[src/rtl/pwm_fade_ctrl.sv]
// PWM duty fader: ramps a registered duty word toward a target in fixed steps,
// either as a one-shot fade or as a continuous lo/hi breathe oscillation.
module pwm_fade_ctrl #(
    parameter int unsigned R = 10
) (
    input  logic        clk,
    input  logic        reset,
    input  logic        start,
    input  logic        stop,
    input  logic        breathe,
    input  logic [R:0]  lo_duty,
    input  logic [R:0]  hi_duty,
    input  logic [R:0]  step,
    input  logic [31:0] step_period,
    output logic [R:0]  duty,
    output logic        busy,
    output logic        done
);

    localparam logic [R:0] Full = {1'b1, {R{1'b0}}};

    typedef enum logic [1:0] {StIdle, StUp, StDown} state_e;

    state_e      state_q, state_d;
    logic [R:0]  duty_q, duty_d;
    logic [R:0]  lo_q, lo_d, hi_q, hi_d, step_q, step_d;
    logic [31:0] period_q, period_d, timer_q, timer_d;
    logic        breathe_q, breathe_d;
    logic        done_q, done_d;
    logic        busy_q;

    // Clamped views of the request, used only when latching at start.
    logic [R:0] lo_c, hi_c, step_c;
    logic       mode_c;
    assign lo_c   = (lo_duty > Full) ? Full : lo_duty;
    assign hi_c   = (hi_duty > Full) ? Full : hi_duty;
    assign step_c = (step == '0) ? {{R{1'b0}}, 1'b1} : step;
    assign mode_c = breathe && (lo_c < hi_c);

    // Saturating step results, computed one bit wider so nothing wraps.
    logic [R:0]   floor_v, up_val, dn_val;
    logic [R+1:0] up_sum, dn_lim;
    logic         step_now;
    assign floor_v  = breathe_q ? lo_q : hi_q;
    assign up_sum   = {1'b0, duty_q} + {1'b0, step_q};
    assign up_val   = (up_sum >= {1'b0, hi_q}) ? hi_q : up_sum[R:0];
    assign dn_lim   = {1'b0, floor_v} + {1'b0, step_q};
    assign dn_val   = ({1'b0, duty_q} >= dn_lim) ? (duty_q - step_q) : floor_v;
    assign step_now = (timer_q == period_q);

    always_comb begin
        state_d   = state_q;
        duty_d    = duty_q;
        lo_d      = lo_q;
        hi_d      = hi_q;
        step_d    = step_q;
        period_d  = period_q;
        breathe_d = breathe_q;
        timer_d   = timer_q;
        done_d    = 1'b0;
        if (stop) begin
            state_d = StIdle;
            timer_d = '0;
        end else begin
            unique case (state_q)
                StIdle: begin
                    if (start) begin
                        lo_d      = lo_c;
                        hi_d      = hi_c;
                        step_d    = step_c;
                        period_d  = step_period;
                        breathe_d = mode_c;
                        timer_d   = '0;
                        if (duty_q < hi_c)                 state_d = StUp;
                        else if (mode_c || duty_q > hi_c)  state_d = StDown;
                        else                               done_d  = 1'b1;
                    end
                end
                StUp: begin
                    if (step_now) begin
                        timer_d = '0;
                        duty_d  = up_val;
                        if (up_val == hi_q) begin
                            state_d = breathe_q ? StDown : StIdle;
                            done_d  = !breathe_q;
                        end
                    end else begin
                        timer_d = timer_q + 32'd1;
                    end
                end
                StDown: begin
                    if (step_now) begin
                        timer_d = '0;
                        duty_d  = dn_val;
                        if (dn_val == floor_v) begin
                            state_d = breathe_q ? StUp : StIdle;
                            done_d  = !breathe_q;
                        end
                    end else begin
                        timer_d = timer_q + 32'd1;
                    end
                end
                default: state_d = StIdle;
            endcase
        end
    end

    always_ff @(posedge clk) begin
        if (reset) begin
            state_q   <= StIdle;
            duty_q    <= '0;
            lo_q      <= '0;
            hi_q      <= '0;
            step_q    <= '0;
            period_q  <= '0;
            breathe_q <= 1'b0;
            timer_q   <= '0;
            done_q    <= 1'b0;
            busy_q    <= 1'b0;
        end else begin
            state_q   <= state_d;
            duty_q    <= duty_d;
            lo_q      <= lo_d;
            hi_q      <= hi_d;
            step_q    <= step_d;
            period_q  <= period_d;
            breathe_q <= breathe_d;
            timer_q   <= timer_d;
            done_q    <= done_d;
            busy_q    <= (state_d != StIdle);
        end
    end

    assign duty = duty_q;
    assign busy = busy_q;
    assign done = done_q;

endmodule

[config.mk]
export PLATFORM = sky130hd
export DESIGN_NAME = pwm_fade_ctrl
export DESIGN_NICKNAME = d
export VERILOG_FILES = /design/src/rtl/pwm_fade_ctrl.sv
export SDC_FILE = /design/constraint.sdc
export NUM_CORES = 1
export LEC_CHECK = 0
export ABC_AREA = 1
export BUFFER_PORTS_ARGS = -buffer_cell sky130_fd_sc_hd__buf_2
export CORE_AREA = 2 2 110 192
export DETAILED_ROUTE_END_ITERATION = 10
export DIE_AREA = 0 0 112 194
export MAX_ROUTING_LAYER = met4
export SYNTH_ARGS = -nofsm -noshare
export SYNTH_HDL_FRONTEND = slang
export SYNTH_SLANG_ARGS = --single-unit
[constraint.sdc]
create_clock -name clk -period 5.3 [get_ports clk]
set_clock_uncertainty 0.15 [all_clocks]
set_input_delay 1.06 -clock clk [delete_from_list [all_inputs] [get_ports clk]]
set_output_delay 1.06 -clock clk [all_outputs]
set_load 0.03 [all_outputs]
==> reports/metrics.yaml, run 1 <==
status: "completed"
syn_area_per_cell_um2: 6.730
slowest_delay_ps: 410
r2r-end: "busy$_SDFF_PP0_"
synthFlopType: "dfxtp_1"
r2r_slack_ps: 460
cts_sinks: 113
hold_depth: 2
hold_start: "step_q[4]$_SDFFE_PP0P_"
synth_xor_area_share_pct: 5.716
first_global_vias: 8240
hpwl_um: 21760
crit_path_start_kind: "flip-flop"
cts-root-buf: "clkbuf_16"
ios: 83
detail-route-antenna-nets: 0
die_height_um: 194
critPathRequiredTime_ps: 5470
synth-seq-area-share_pct: 26.36
ir_worst_vdd_v: 0.0002856
yosysMostFrequentCell: "nand2_1"
row_count: 69
cp_common_cell: "nand2_1"
fin_cells: 1606
synth_top_cell_area_share_pct: 26.36
critPathArrivalTime_ps: 5010
numCtsBuffers: 17
syn_to_final_growth_pct: 14.79
startpoint: "breathe_q$_SDFFE_PP0P_"
maxCapViolations: 0
min_period_ps: 4844
critical-path-top-delay-family: "simple AND/OR/NAND/NOR gates"
grt_max_degree: 72
yosys-top-cells-count: "nand2_1, nor2_1, inv_1, dfxtp_1, o21ai_0"
drc: 0
yosysTopAreaCell: "dfxtp_1"
synthMuxAreaShare_pct: 0
slew_viol_final: 0
yosysWarnings: 0
netlist_instances: 1275
critPathKind: "reg -> reg"
path_max_fanout: 13
finalPower_mw: 3.078
worstReg2RegStart: "breathe_q$_SDFFE_PP0P_"
n_fill_cell: 2117
ys_ff_latch: 113
grt_pass1_wl_um: 42680
reg2regPathDepth: 31
synth-compound-area-share_pct: 15.43
insertion_delay_ps: 430
setup_tns_ps: 0
wire_per_inst_um: 17.36
gp_congestion: 1.026
first_pass_iters: 5
fmax_ghz: 0.2064
ys_async_sr_fraction_pct: 0
dpl.cell_count: 1572
synth_edf_count: 0
whs_ps: 371.6
yosys-top-cells-area: "dfxtp_1, ha_1, nand2_1"
post-route-period-util_pct: 91.40
postCtsHoldBufs: 0
critPathBufInv: 3
synth_top_family_by_area: "simple AND/OR/NAND/NOR gates"
grt.overflow.total: 0
tightest_slew_ps: 1149
first_iter_violations: 490
relSlewSlack_pct: 23.27
drive_gt1_share_pct: 13.48
fin_nets: 1498
clock_path_buffers: 2
syn_nets: 1428
grt_usage_pct: 26.11
hp-class: "reg -> reg"
core_region_area_um2: 20200
netlist_area_um2: 8581
io_buffers: 82
fp.dieW_um: 112
cts_tree: "built"
htree_levels: 4
diodes: 0
yosys.area_share.simple_pct: 30.81
hold_viol: 0
power.leakage_nw: 4.720
whs_endpoint: "step_q[4]$_SDFFE_PP0P_"
cp-end-kind: "flip-flop"
start_util_pct: 42.47
netlist-cell-type-count: 45
power_density_nw_per_um2: 312.5
die-area_um2: 21730
cpMaxStageDelayCell: "fa_1"
clkTransAtPathRegs_ps: 60
rsz0062_at_grt: "false"
routed_wl_um: 27880
setup-violations-final: 0
vias: 8639
antenna_found_initial: 0
vias_per_cell: 5.379
yosys.area_share.adder_pct: 12.37
-- final cells by class --
class | instances | area [um2] | area share, %
repair buffers | 95 | 508.0 | 5.158
clock inverters | 14 | 156.4 | 1.588
flip-flops and latches | 113 | 2262 | 22.97
inverters | 162 | 608.1 | 6.174
well taps | 248 | 310.3 | 3.150
multi-input cells | 956 | 5565 | 56.50
clock buffers | 18 | 439.2 | 4.459
-- per-layer routing --
layer	share of wire [%]	track usage (%)
met1	35	24.10
met2	57	50.95
met3	3.0	3.532
met4	5.1	13.46
met5	0	-
-- state kept, by name (all words and copies together) (netlist names) --
| name | cells |
|---|---|
| duty | 11 |
| busy | 1 |
| state_q | 2 |
| breathe_q | 1 |
| timer_q | 32 |
| hi_q | 11 |
| done | 1 |
| period_q | 32 |
| lo_q | 11 |
| step_q | 11 |
-- placed cells by master, fill, tap and decap left out, types with 6 or more instances in the layout --
cell type	instances
a211oi_1	17
a21oi_1	68
buf_2	82
buf_4	13
clkbuf_16	17
clkinvlp_4	6
dfxtp_1	113
ha_1	80
inv_1	154
inv_2	7
nand2_1	214
nand3_1	74
nand4_1	39
nor2_1	174
nor3_1	22
nor4_1	13
o211ai_1	27
o21ai_0	92
or2_2	22
xnor2_1	27
xor2_1	29
-- worst max path at each step --
stage,endpoint,cells past startpoint
final,busy$_SDFF_PP0_,31
after global routing,busy$_SDFF_PP0_,31
after CTS,busy$_SDFF_PP0_,31
after detailed placement,busy$_SDFF_PP0_,30
after global placement,busy$_SDFF_PP0_,31
after floorplan,busy$_SDFF_PP0_,33
-- worst reg2reg max path: cells and delay by family (launching register included) --
kind / cells / cell delay, ps
buffers and inverters: 3 / 300
AOI/OAI and AO/OA: 8 / 1130
DFF: 1 / 320
xor gates and xnor gates: 1 / 180
adders and majority gates: 3 / 890
and+or+nand+nor: 16 / 1740
-- cells by family after synthesis --
family                   Yosys count
flip-flops                       113
AND/OR/NAND/NOR                  585
XOR/XNOR                          56
AO/OA/AOI/OAI                    230
adder cells (fa/ha/maj)           83
buffers and inverters            208
-- report_power, final --
group          switching, mW  internal [mW]
combinational          0.631          0.326
clock                  0.463          0.710
sequential            0.0517          0.897
total                   1.15           1.93
-- metrics by stage --
| stage | area, um2 | worst slack (ps) | utilization [%] |
|---|---|---|---|
| after floorplan | 8581 | 875.5 | - |
| after global placement | 9215 | 405.0 | 45.62 |
| after detailed placement | 9215 | 342.1 | 45.62 |
| after CTS | 9811 | 303.3 | 48.56 |
| after global routing | 9849 | 56.30 | 48.76 |
| final | 9849 | 455.6 | 48.76 |
-- what timing repair did --
item | CTS | global route
buffers inserted | 0 | 0
resized for setup | 0 | 6
hold endpoints to repair | 0 | 0
setup endpoints to repair | 0 | 4
Power figures use the tool's default switching activity.
==> inputs of run 2 (changes only) <==
clock period = 4.72 ns   (was 5.3 ns; I/O delays follow)
==> reports/metrics.yaml, run 2 (synthesized netlist as in run 1, its figures left out) <==
status: "completed"
ir_worst_vdd_v: 0.0002441
vias: 8694
wire_per_inst_um: 17.03
power_density_nw_per_um2: 340.5
critPathBufInv: 4
die_height_um: 194
ios: 83
first_global_vias: 8499
critPathArrivalTime_ps: 4670
path_max_fanout: 6
start_util_pct: 42.47
relSlewSlack_pct: 25.37
maxCapViolations: 0
hp-class: "reg -> reg"
first_pass_iters: 5
gp_congestion: 0.9809
cts_tree: "built"
final_cell_mix: "nand2_1, nor2_1, inv_1"
syn_to_final_growth_pct: 17.06
cp-end-kind: "flip-flop"
tightest_slew_ps: 1118
layout.cells.most_common: "nand2_1"
rsz0062_at_grt: "true"
vias_per_cell: 5.367
fmax_ghz: 0.2223
cts_sinks: 113
routed_wl_um: 27600
hpwl_um: 21550
grt_usage_pct: 26.13
detail-route-antenna-nets: 0
r2r_slack_ps: 220
htree_levels: 4
die-area_um2: 21730
numCtsBuffers: 17
min_period_ps: 4499
final_util_pct: 49.72
fin_nets: 1512
clock_path_buffers: 2
slew_viol_final: 0
critPathRequiredTime_ps: 4890
row_count: 69
critPathKind: "reg -> reg"
grt_max_degree: 72
insertion_delay_ps: 430
clkTransAtPathRegs_ps: 60
drc: 0
setup-violations-final: 0
drive_gt1_share_pct: 15.45
post-route-period-util_pct: 95.32
hold_viol: 0
critical-path-top-delay-family: "simple AND/OR/NAND/NOR gates"
slowest_delay_ps: 380
cpMaxStageDelayCell: "fa_2"
core_region_area_um2: 20200
diodes: 0
first_iter_violations: 467
reg.largest.list: "period_q: 32 flops, timer_q: 32 flops"
io_buffers: 82
fp.dieW_um: 112
crit_path_start_kind: "flip-flop"
cts-root-buf: "clkbuf_16"
antenna_found_initial: 0
grt.overflow.total: 0
n_fill_cell: 2114
setup_tns_ps: 0
grt_pass1_wl_um: 43010
power.leakage_nw: 4.788
[run 2: cell types whose count changed in the layout (fill, tap and decap cells not counted), moves of 3 or more]
cell	previous run	this run
inv_2	7	10
o21ai_1	3	7
clkinv_2	1	4
o21ai_0	92	87
ha_1	80	77
nand3_2	2	5
inv_1	154	151
ha_4	0	3
clkbuf_16	17	20
buf_4	13	24
nand3_1	74	71
[run 2: worst register-to-register path, delay by kind of cell, from the launching register on]
family | cells | cell delay (ps)
simple gates | 16 | 1560
compound gates | 8 | 1100
fa+ha+maj | 2 | 640
buf+inv | 4 | 440
flops | 1 | 330
xor+xnor | 1 | 160
[run 2: worst paths after layout]
kind                                               start                       end  depth (start not counted)
worst max-delay path              breathe_q$_SDFFE_PP0P_           busy$_SDFF_PP0_                         31
worst min-delay path            timer_q[22]$_SDFFE_PP0P_  timer_q[22]$_SDFFE_PP0P_                          2
worst max register to register    breathe_q$_SDFFE_PP0P_           busy$_SDFF_PP0_                         31
worst min register to register  timer_q[22]$_SDFFE_PP0P_  timer_q[22]$_SDFFE_PP0P_                          2
[run 2: where the power goes]
part | internal [mW] | total, mW | switching [mW]
clock network | 0.709 | 1.21 | 0.504
logic | 0.423 | 1.15 | 0.724
registers | 1.01 | 1.06 | 0.0527
[run 2: cell type report]
cell class	instances	area [um2]	share of cell area, %
repair buffers	111	696.9	6.938
well taps	248	310.3	3.089
inverters	162	608.1	6.054
multi-input cells	954	5615	55.90
clock inverters	12	83.83	0.8346
flip-flops and latches	113	2263	22.53
clock buffers	20	466.7	4.646
[run 2: repair_timing]
action / in CTS / in global routing
setup endpoints to repair: 0 / 8
endpoints found under the hold margin: 0 / 0
setup buffers: 0 / 4
hold buffers: 0 / 0
gates resized for setup: 0 / 28
[run 2: metal layers]
layer  global-route usage [%]  part of all wire, %  vias up
met5                        -                    0        -
met1                    23.71                   35     3985
met3                    3.720                  3.2       86
li1                         -                    -     4415
met2                    50.80                   56      208
met4                    14.50                  5.9        0
[run 2: metrics by stage]
stage	cells	area (um2)	hold WS (ps)	worst slack, ps	power, mW
after floorplan	1275	8581	318.3	295.5	1.815
after global placement	1580	9288	359.7	69.16	2.130
after detailed placement	1580	9288	361.4	28.66	2.136
after CTS	1612	9838	368.0	1.198	3.357
after global routing	1620	10040	396.5	-175.0	3.625
final	1620	10040	364.0	220.8	3.420
==> inputs of run 3 (changes only) <==
CORE_AREA = 2 2 134 233   (was 2 2 110 192)
DIE_AREA = 0 0 136 235   (was 0 0 112 194)
==> reports/metrics.yaml, run 3 (synthesized netlist as in run 1, its figures left out) <==
status: "completed"
core_region_area_um2: 30060
crit_path_start_kind: "flip-flop"
setup-violations-final: 0
vias: 8737
power_density_nw_per_um2: 358.0
slowest_delay_ps: 370
r2r-end: "busy$_SDFF_PP0_"
setup_tns_ps: 0
fp.dieW_um: 136
post-route-period-util_pct: 95.74
drc: 0
tightest_slew_ps: 1052
reg2regPathDepth: 32
die_height_um: 235
r2r_slack_ps: 200
postCtsHoldBufs: 0
fin_nets: 1510
critPathRequiredTime_ps: 4950
cts-root-buf: "clkbuf_16"
vias_per_cell: 4.970
grt.overflow.total: 0
power.leakage_nw: 4.860
hold_depth: 2
detail-route-antenna-nets: 0
routed_wl_um: 28480
cp-end-kind: "flip-flop"
syn_to_final_growth_pct: 20.90
ios: 83
layout.cells.most_common: "nand2_1"
antenna_found_initial: 1
clock_path_buffers: 2
ir_worst_vdd_v: 0.0003198
critPathArrivalTime_ps: 4750
whs_ps: 365.1
numCtsBuffers: 17
hp-class: "reg -> reg"
insertion_delay_ps: 440
critPathKind: "reg -> reg"
cp_common_cell: "nand2_1"
hold_viol: 0
finalPower_mw: 3.713
slew_viol_final: 0
cpMaxStageDelayCell: "fa_2"
io_buffers: 82
start_util_pct: 28.55
maxCapViolations: 0
htree_levels: 4
whs_endpoint: "timer_q[22]$_SDFFE_PP0P_"
first_pass_iters: 5
rsz0062_at_grt: "true"
path_max_fanout: 13
first_global_vias: 8484
wire_per_inst_um: 16.20
worstReg2RegStart: "breathe_q$_SDFFE_PP0P_"
clkTransAtPathRegs_ps: 60
grt_max_degree: 72
relSlewSlack_pct: 29.77
cts_sinks: 113
reg.largest.list: "period_q: 32 flops, timer_q: 32 flops"
first_iter_violations: 394
die-area_um2: 31960
cts_tree: "built"
min_period_ps: 4519
row_count: 84
grt_usage_pct: 18.52
grt_pass1_wl_um: 44150
final_cell_mix: "nand2_1, nor2_1, inv_1"
hpwl_um: 22290
drive_gt1_share_pct: 16.20
fmax_ghz: 0.2213
hold_start: "timer_q[22]$_SDFFE_PP0P_"
gp_congestion: 0.9355
run 3: changes by cell type in the layout (fill, tap and decap cells not counted), moves of 2 or more:
cell,change
a21oi_1,-3
a21oi_2,+3
buf_4,-2
bufinv_16,+5
clkinv_2,-3
clkinvlp_4,-5
inv_1,-2
inv_2,+2
nand2_2,+2
nor2_1,-2
nor2_2,+2
o21ai_1,-3
o21ai_2,+3
run 3: layer usage:
| layer | vias to the layer above | track usage [%] | wire, um |
|---|---|---|---|
| li1 | 4395 | - | - |
| met2 | 258 | 33.77 | 15300 |
| met4 | 0 | 12.85 | 2143 |
| met1 | 3963 | 17.14 | 10020 |
| met5 | - | - | 0 |
| met3 | 121 | 3.020 | 1009 |
run 3: timing repair:
item / in CTS / in global routing
endpoints found under the setup margin: 3 / 7
resized for setup: 1 / 40
gates cloned: 0 / 3
buffers inserted: 0 / 5
pin swaps: 0 / 27
run 3: final cells by class:
type	count	area (um2)
multi-input cells	954	5654
repair buffers	109	681.9
flip-flops and latches	113	2263
diodes	1	2.502
clock inverters	11	198.9
well taps	387	484.2
clock buffers	21	480.5
fillers	3298	19690
inverters	162	608.1
run 3: how the worst max path moves through the flow:
stage	slack (ps)	depth (start not counted)	to	start
2_1_floorplan	300	33	busy$_SDFF_PP0_	breathe_q$_SDFFE_PP0P_
3_3_place_gp	80	32	busy$_SDFF_PP0_	breathe_q$_SDFFE_PP0P_
3_5_place_dp	30	32	busy$_SDFF_PP0_	breathe_q$_SDFFE_PP0P_
4_1_cts	2	32	busy$_SDFF_PP0_	breathe_q$_SDFFE_PP0P_
5_1_grt	-140	33	busy$_SDFF_PP0_	breathe_q$_SDFFE_PP0P_
6_report	200	32	busy$_SDFF_PP0_	breathe_q$_SDFFE_PP0P_
run 3: where the power goes:
part	total (mW)	switching [mW]	internal (mW)
sequential	1.06	0.0553	1.01
clock	1.49	0.493	0.996
combinational	1.16	0.738	0.424
total	3.71	1.29	2.43
run 3: worst max-delay path, delay by kind of cell, from the launching register on:
kind                       cells  cell delay, ps
DFF                            1             320
buffers and inverters          4             530
xor gates and xnor gates       1             180
AOI/OAI and AO/OA              7            1020
adders and majority gates      3             810
and+or+nand+nor               17            1440
run 3: through the flow:
stage                     std cells  util (%)  area (um2)  setup slack (ps)
after floorplan                1275         -        8581             295.5
after global placement         1717     31.43        9447             77.71
after detailed placement       1717     31.43        9447             32.95
after CTS                      1749     33.69       10130             1.964
after global routing           1758     34.51       10370            -137.3
final                          1758     34.51       10370             201.1
